$ cat src/rtl/usr_shift_sequencer.sv
// Sequences an external universal shift register: load, paced serial shift, result return.
// Latency: done_valid 2 + n*(div+2) cycles after accept; start held off outside IDLE, result held until done_ready.
module usr_shift_sequencer #(
  parameter int WIDTH = 8,
  parameter int CNT_W = 4,
  parameter int DIV_W = 8
) (
  input  logic             clk,
  input  logic             reset,
  input  logic             start_valid,
  output logic             start_ready,
  input  logic [WIDTH-1:0] tx_data,
  input  logic             dir,
  input  logic [CNT_W-1:0] bit_count,
  input  logic [DIV_W-1:0] div,
  output logic [1:0]       usr_mode,
  output logic [WIDTH-1:0] usr_parallel_in,
  output logic             usr_serial_left,
  output logic             usr_serial_right,
  input  logic [WIDTH-1:0] usr_q,
  input  logic             sdi,
  output logic             sdo,
  output logic             bit_strobe,
  output logic             busy,
  output logic             done_valid,
  input  logic             done_ready,
  output logic [WIDTH-1:0] done_data
);

  typedef enum logic [2:0] {S_IDLE, S_LOAD, S_WAIT, S_SHIFT, S_DONE} state_t;

  state_t           state, state_nxt;
  logic [WIDTH-1:0] data_r;
  logic             dir_r;
  logic [DIV_W-1:0] div_r, div_cnt, div_cnt_nxt;
  logic [CNT_W-1:0] bits_r, bits_nxt;
  logic             accept;

  assign accept           = (state == S_IDLE) && start_valid;
  assign busy             = (state != S_IDLE);
  assign usr_serial_left  = sdi;
  assign usr_serial_right = sdi;

  always_ff @(posedge clk) begin
    if (reset) begin
      state   <= S_IDLE;
      data_r  <= '0;
      dir_r   <= 1'b0;
      div_r   <= '0;
      div_cnt <= '0;
      bits_r  <= '0;
    end else begin
      state   <= state_nxt;
      div_cnt <= div_cnt_nxt;
      bits_r  <= bits_nxt;
      if (accept) begin
        data_r <= tx_data;
        dir_r  <= dir;
        div_r  <= div;
      end
    end
  end

  always_comb begin
    state_nxt       = state;
    div_cnt_nxt     = div_cnt;
    bits_nxt        = bits_r;
    start_ready     = 1'b0;
    usr_mode        = 2'b00;
    usr_parallel_in = '0;
    sdo             = 1'b0;
    bit_strobe      = 1'b0;
    done_valid      = 1'b0;
    done_data       = '0;
    case (state)
      S_IDLE: begin
        start_ready = 1'b1;
        if (start_valid) begin
          state_nxt = S_LOAD;
          bits_nxt  = (bit_count == '0) ? CNT_W'(WIDTH) : bit_count;
        end
      end
      S_LOAD: begin
        usr_mode        = 2'b11;
        usr_parallel_in = data_r;
        div_cnt_nxt     = div_r;
        state_nxt       = S_WAIT;
      end
      S_WAIT: begin
        sdo = dir_r ? usr_q[0] : usr_q[WIDTH-1];
        if (div_cnt == '0) state_nxt = S_SHIFT;
        else               div_cnt_nxt = div_cnt - DIV_W'(1);
      end
      S_SHIFT: begin
        usr_mode   = dir_r ? 2'b10 : 2'b01;
        bit_strobe = 1'b1;
        sdo        = dir_r ? usr_q[0] : usr_q[WIDTH-1];
        bits_nxt   = bits_r - CNT_W'(1);
        if (bits_r == CNT_W'(1)) begin
          state_nxt = S_DONE;
        end else begin
          state_nxt   = S_WAIT;
          div_cnt_nxt = div_r;
        end
      end
      S_DONE: begin
        // The register sits in hold here, so usr_q is a stable result.
        done_valid = 1'b1;
        done_data  = usr_q;
        if (done_ready) state_nxt = S_IDLE;
      end
      default: state_nxt = S_IDLE;
    endcase
  end

endmodule

$ cat config.mk
export PLATFORM = sky130hd
export DESIGN_NAME = usr_shift_sequencer
export DESIGN_NICKNAME = d
export VERILOG_FILES = /design/src/rtl/usr_shift_sequencer.sv
export SDC_FILE = /design/constraint.sdc
export NUM_CORES = 1
export LEC_CHECK = 0
export CAP_MARGIN = 5
export CORE_AREA = 2 2 63 65
export CTS_BUF_LIST = sky130_fd_sc_hd__clkbuf_2
export DETAILED_ROUTE_END_ITERATION = 10
export DIE_AREA = 0 0 65 67
export MAX_ROUTING_LAYER = met4
export PLACE_DENSITY = 0.84
export SETUP_SLACK_MARGIN = 0.4
export SYNTH_ARGS = -nofsm -noshare
export SYNTH_HDL_FRONTEND = slang
export SYNTH_SLANG_ARGS = --single-unit
$ cat constraint.sdc
create_clock -name clk -period 3.7 [get_ports clk]
set_clock_uncertainty 0.15 [all_clocks]
set_input_delay 0.74 -clock clk [delete_from_list [all_inputs] [get_ports clk]]
set_output_delay 0.74 -clock clk [all_outputs]
set_load 0.05 [all_outputs]
==> flow_summary.yaml <==
cts:
  clk_latency_ns: 0.37
  clock-sinks: 32
  cts_hold_buf: 0
  cts_tree: "yes"
  cts_root_buffer: "clkbuf_2"
  clk_pin_slew_ns: 0.16
  h-tree-depth: 2
  post-cts-setup-buffers: 0
  numCtsBuffers: 5
  cts_buffer_depth: 2
critical_path:
  worstPathMaxFanout: 13
  cp-end-kind: "output port"
  startpoint_type: "flip-flop"
  crit_required_ns: 2.81
  arrival_ns: 2.30
  worst-setup-path-type: "flip-flop to output port"
synth:
  synthTopCellsByArea: "dfxtp_1, a21oi_1, nand2_1"
  yosysWarningCount: 0
  synth.avg_cell_area_sq_um: 7.94
  ys_types: 41
  synth_edf_count: 0
  yosys.area.top_type: "dfxtp_1"
  synth_ff_type: "dfxtp_1"
  synth_top_area_frac: 0.359
  async_flop_share: 0
  netlist_area_sq_um: 1790
  synth-seq-cells: 32
  syn_inst: 225
  syn_nets: 263
  seq_area_frac_synth: 0.359
final_layout:
  layout-drive-gt1-share: 0.0879
  area_delta_synth_final_pct: 33.5
  fillers: 305
  fin_nets: 310
  final_area_sq_um: 2380
  multi_input_area_sq_um: 1010
  regArea_sq_um: 642
  antennaDiodeCount: 0
  postLayoutCoreUtil: 0.661
detailed_routing:
  dr.pass1.iters: 4
  wl_per_cell_um: 12.8
  vias: 1741
  drt_iter0_markers: 114
  wirelength_um: 4120
  route.detailed.drc: 0
  ant_nets: 0
  viasPerCell: 5.42
job:
  maxCapViolCount: 0
place:
  gp_congestion: 0.821
  hpwl_um: 2900
  portBuffers: 55
  place_area_sq_um: 2300
timing:
  finalHoldViolCount: 0
  setup_viol: 0
  finalWorstPathRequiredPeriod_ns: 3.19
  post-route-period-util: 0.861
  rsz0062_at_grt: "false"
  timing.fmax_ghz: 0.314
  slew_headroom: 0.637
  timing.hold.ws_ns: 0.312
  worst_pin_slew_ns: 0.543
  slew_viol_final: 0
  fin_tns_setup_ns: 0
global_routing:
  grt-ovfl-total: 0
  grt_max_degree: 23
  grt_pass1_wl_um: 6940
  grt_usage: 0.211
  grt_pass1_vias: 1555
  antenna_found_initial: 0
floorplan:
  rows: 22
  initial_core_util: 0.495
  die_h_um: 67
  io_pins: 59
  core-area_sq_um: 3610
  die_width_um: 65
  die_area_sq_um: 4360
pwr:
  ir_drop_v: 0.000266
  powerDensity_nw_per_um2: 372
  p_leak_nw: 0.950
  power_w: 0.000887
outcome:
  status: "finished clean"
hold_path:
  min_path_type: "flip-flop to flip-flop"
power breakdown:
group / switching (W) / internal, W
clock network: 0.000126 / 0.000113
logic: 0.000139 / 0.000107
registers: 0.0000297 / 0.000372
total: 0.000295 / 0.000592
registers in the layout (all words and copies together) (netlist names):
signal / flops
bits_r: 4
data_r: 8
dir_r: 1
div_cnt: 8
div_r: 8
state: 3
critical path, stage by stage (launching register included):
cell and delay, ns:
dfxtp_1 0.66, and3b_1 0.40, clkdlybuf4s50_1 0.86
cell usage in the layout (no fill, tap or decap), types with 2 or more instances in the layout:
| master | netlist | routed |
|---|---|---|
| nor4_2 | 2 | 2 |
| a211o_1 | 6 | 6 |
| o31ai_1 | 6 | 6 |
| inv_1 | 7 | 7 |
| clkdlybuf4s50_1 | 0 | 47 |
| nor3b_1 | 4 | 4 |
| nor3_1 | 5 | 5 |
| nand2_1 | 43 | 43 |
| a21oi_1 | 35 | 35 |
| buf_4 | 3 | 3 |
| and2_1 | 9 | 9 |
| nor4b_2 | 3 | 3 |
| nand2b_1 | 3 | 3 |
| dfxtp_1 | 32 | 31 |
| a21o_1 | 2 | 2 |
| dlymetal6s2s_1 | 0 | 3 |
| dlygate4sd2_1 | 0 | 5 |
| a31oi_1 | 3 | 3 |
| ha_1 | 4 | 4 |
| nand3_1 | 5 | 5 |
| nor2_1 | 9 | 7 |
| clkbuf_2 | 0 | 5 |
| o21ai_0 | 4 | 4 |
| and3_1 | 8 | 8 |
cells by family (layout without fill, tap and decap cells):
group | after synthesis | in the layout | share of synthesized area
simple gates | 99 | 99 | 0.309
flops | 32 | 32 | 0.359
mux | 2 | 2 | 0.0119
fa+ha+maj | 4 | 4 | 0.0280
compound gates | 63 | 63 | 0.214
buf+inv | 25 | 73 | 0.0791
final timing paths:
path | slack (ns) | to | startpoint | depth (start not counted)
min reg2reg | 0.31 | data_r[2] | data_r[2] | 2
min | 0.31 | data_r[2] | data_r[2] | 2
max reg2reg | 1.37 | div_cnt[0] | state[1] | 4
max | 0.51 | bit_strobe | state[1] | 2
final cells by class:
cell class,count,share of cell area
Clock buffer,5,0.0105
Clock inverter,3,0.0178
Inverter,7,0.0110
Multi-Input combinational cell,168,0.425
Sequential cell,32,0.269
Tap cell,48,0.0252
Timing Repair Buffer,58,0.241
routing by layer:
| metal | vias up | wire (um) | GRT usage |
|---|---|---|---|
| li1 | 878 | - | - |
| met1 | 810 | 1850 | 0.256 |
| met2 | 49 | 1990 | 0.336 |
| met3 | 4 | 230 | 0.0490 |
| met4 | 0 | 51 | 0.0904 |
| met5 | - | 0 | - |
cells in the mapped netlist, types with 2 or more instances:
cell type,instances
and3_1,8
a211o_1,6
buf_2,5
o31ai_1,6
a21o_1,2
a31oi_1,3
dfxtp_1,32
nor4_2,2
a21oi_1,35
nor2_1,9
clkbuf_1,5
nor4b_2,3
nand2_1,43
buf_4,3
nand3_1,5
nand2b_1,3
inv_1,7
and2_1,9
buf_6,4
o21ai_0,4
nor3b_1,4
nor3_1,5
ha_1,4
timing repair:
action / in CTS / in global routing
resized for setup: 7 / 5
hold endpoints to repair: 0 / 0
endpoints found under the setup margin: 15 / 4
through the flow:
| step | instances | worst slack [ns] |
|---|---|---|
| floorplan | 225 | 0.542 |
| finish | 321 | 0.515 |
| CTS | 321 | 0.391 |
| global route | 321 | 0.425 |
| detailed placement | 313 | 0.520 |
| global placement | 313 | 0.544 |
No activity file was read; power rests on OpenSTA's default activity.
==> patch: new RTL, config.mk and constraints unchanged <==
The 5 states of `state_t` get a one-hot encoding in 5 bits.
--- a/src/rtl/usr_shift_sequencer.sv
+++ b/src/rtl/usr_shift_sequencer.sv
@@ -27,7 +27,7 @@
   output logic [WIDTH-1:0] done_data
 );
 
-  typedef enum logic [2:0] {S_IDLE, S_LOAD, S_WAIT, S_SHIFT, S_DONE} state_t;
+  typedef enum logic [4:0] {S_IDLE = 5'b00001, S_LOAD = 5'b00010, S_WAIT = 5'b00100, S_SHIFT = 5'b01000, S_DONE = 5'b10000} state_t;
 
   state_t           state, state_nxt;
   logic [WIDTH-1:0] data_r;
Behaviour: no difference found for any inputs over 10 cycles, from zero or initial values and one cycle with reset high; not proved beyond that.
==> patch against the unedited design <==
  * Wire length is 15% higher
  * Design area up 5.2%
  * Power fell by 11%
  * Synthesized cell count is 7.6% higher
  * Sequential cell count is 2 higher
  * Worst setup slack better by 0.043 ns
  * Synthesized area grew 7.0%
  * Critical path type unchanged
==> patch: results (changes against the unedited design) <==
| Metric | Value |
|---|---|
| Status | finished, final reports clean |
| GR Layer Usage met3 | 0.0591 (+0.0101) |
| Maximum number of pins on one net before global-route repair | 32 (+39%) |
| Mean Syn Cell Area | 7.90 sq um (-0.51%) |
| Combinational Power Share | 0.178 (-0.100) |
| Reg-to-reg critical path startpoint | state[4] |
| Internal power contribution | 565 uW (-4.6%) |
| DRC violation total after the first TritonRoute iteration | 112 (-1.8%) |
| GRT Total Usage | 0.237 (+0.0262) |
| Clock Latency Late Sink | 0.39 ns (+0.02 ns) |
| Endpoint of the lowest-slack register-to-register path | div_cnt[1] |
| Routability congestion estimate | 0.799 (-2.7%) |
| Worst-path fanout max | 8 (-5) |
| GR Util met2 | 0.372 (+0.0361) |
| Nets in the synthesized netlist | 280 (+6.5%) |
| Count of different cell masters after synthesis | 49 (+20%) |
| Destination of the critical timing path | usr_mode[1] |
| Part of the Yosys area used for sequential elements | 0.356 (-0.00252) |
| Via count | 1,921 (+10%) |
| Global-route wire length before repair | 7720 microns (+11%) |
| Reg-to-reg slack, setup | 1.39 ns (+0.02 ns) |
| Worst vdd ir | 184 uV (-31%) |
| Worst path max stage delay | 0.52 ns (-0.34 ns) |
| Fraction of final layout cells sized beyond drive strength 1 | 0.0856 (-0.00230) |
| Most used standard cells in the synthesized netlist | 38 x nand2_1, 34 x dfxtp_1, 25 x a21oi_1, 17 x and2_1, 17 x inv_1 |
-- patch: layout make-up --
cell class	count	area, sq um	area share
Clock inverter	3	45.0	0.0180
Tap cell	48	60.1	0.0239
Sequential cell	34	681	0.271
Clock buffer	5	25.0	0.00998
Multi-Input combinational cell	174	1080	0.430
Timing Repair Buffer	59	554	0.221
Inverter	17	63.8	0.0254
-- patch: per-stage QoR --
step           instance area, sq um  hold WS [ns]
4_1_cts                        2500         0.315
6_report                       2510         0.314
2_1_floorplan                  1910         0.281
5_1_grt                        2510         0.342
3_3_place_gp                   2440         0.287
3_5_place_dp                   2440         0.292
-- patch: worst max-delay path: cells and delay by family, from the launching register on --
kind	cells	cell delay, ns
buffers and inverters	2	0.72
DFF	1	0.42
and+or+nand+nor	2	0.57
AOI/OAI and AO/OA	1	0.14
-- patch: worst min-delay path by stage --
stage,from,end
CTS,data_r[3],data_r[3]
global placement,data_r[6],data_r[6]
finish,data_r[3],data_r[3]
global route,data_r[6],data_r[6]
floorplan,div_r[0],div_r[0]
detailed placement,data_r[3],data_r[3]
-- patch: per-layer routing --
| layer | part of all wire | vias up |
|---|---|---|
| met1 | 0.47 | 898 |
| li1 | - | 959 |
| met5 | 0 | - |
| met2 | 0.46 | 57 |
| met4 | 0.013 | 0 |
| met3 | 0.051 | 7 |
-- patch: logic make-up after synthesis --
group                    share of synthesized area
buffers and inverters                       0.0792
adder cells (fa/ha/maj)                     0.0262
AO/OA/AOI/OAI                                0.225
multiplexers                                0.0157
flip-flops                                   0.356
AND/OR/NAND/NOR                              0.298
-- patch: power by group through the flow --
stage	clock network (mW)	registers [mW]	logic (mW)
floorplan	0	0.401	0.0933
global placement	0	0.406	0.138
detailed placement	0	0.407	0.140
CTS	0.253	0.399	0.140
global route	0.272	0.402	0.155
finish	0.251	0.400	0.141
-- patch: timing repair --
item / in CTS / in global routing
setup buffers: 0 / 0
resized for setup: 9 / 3
setup endpoints to repair: 9 / 3
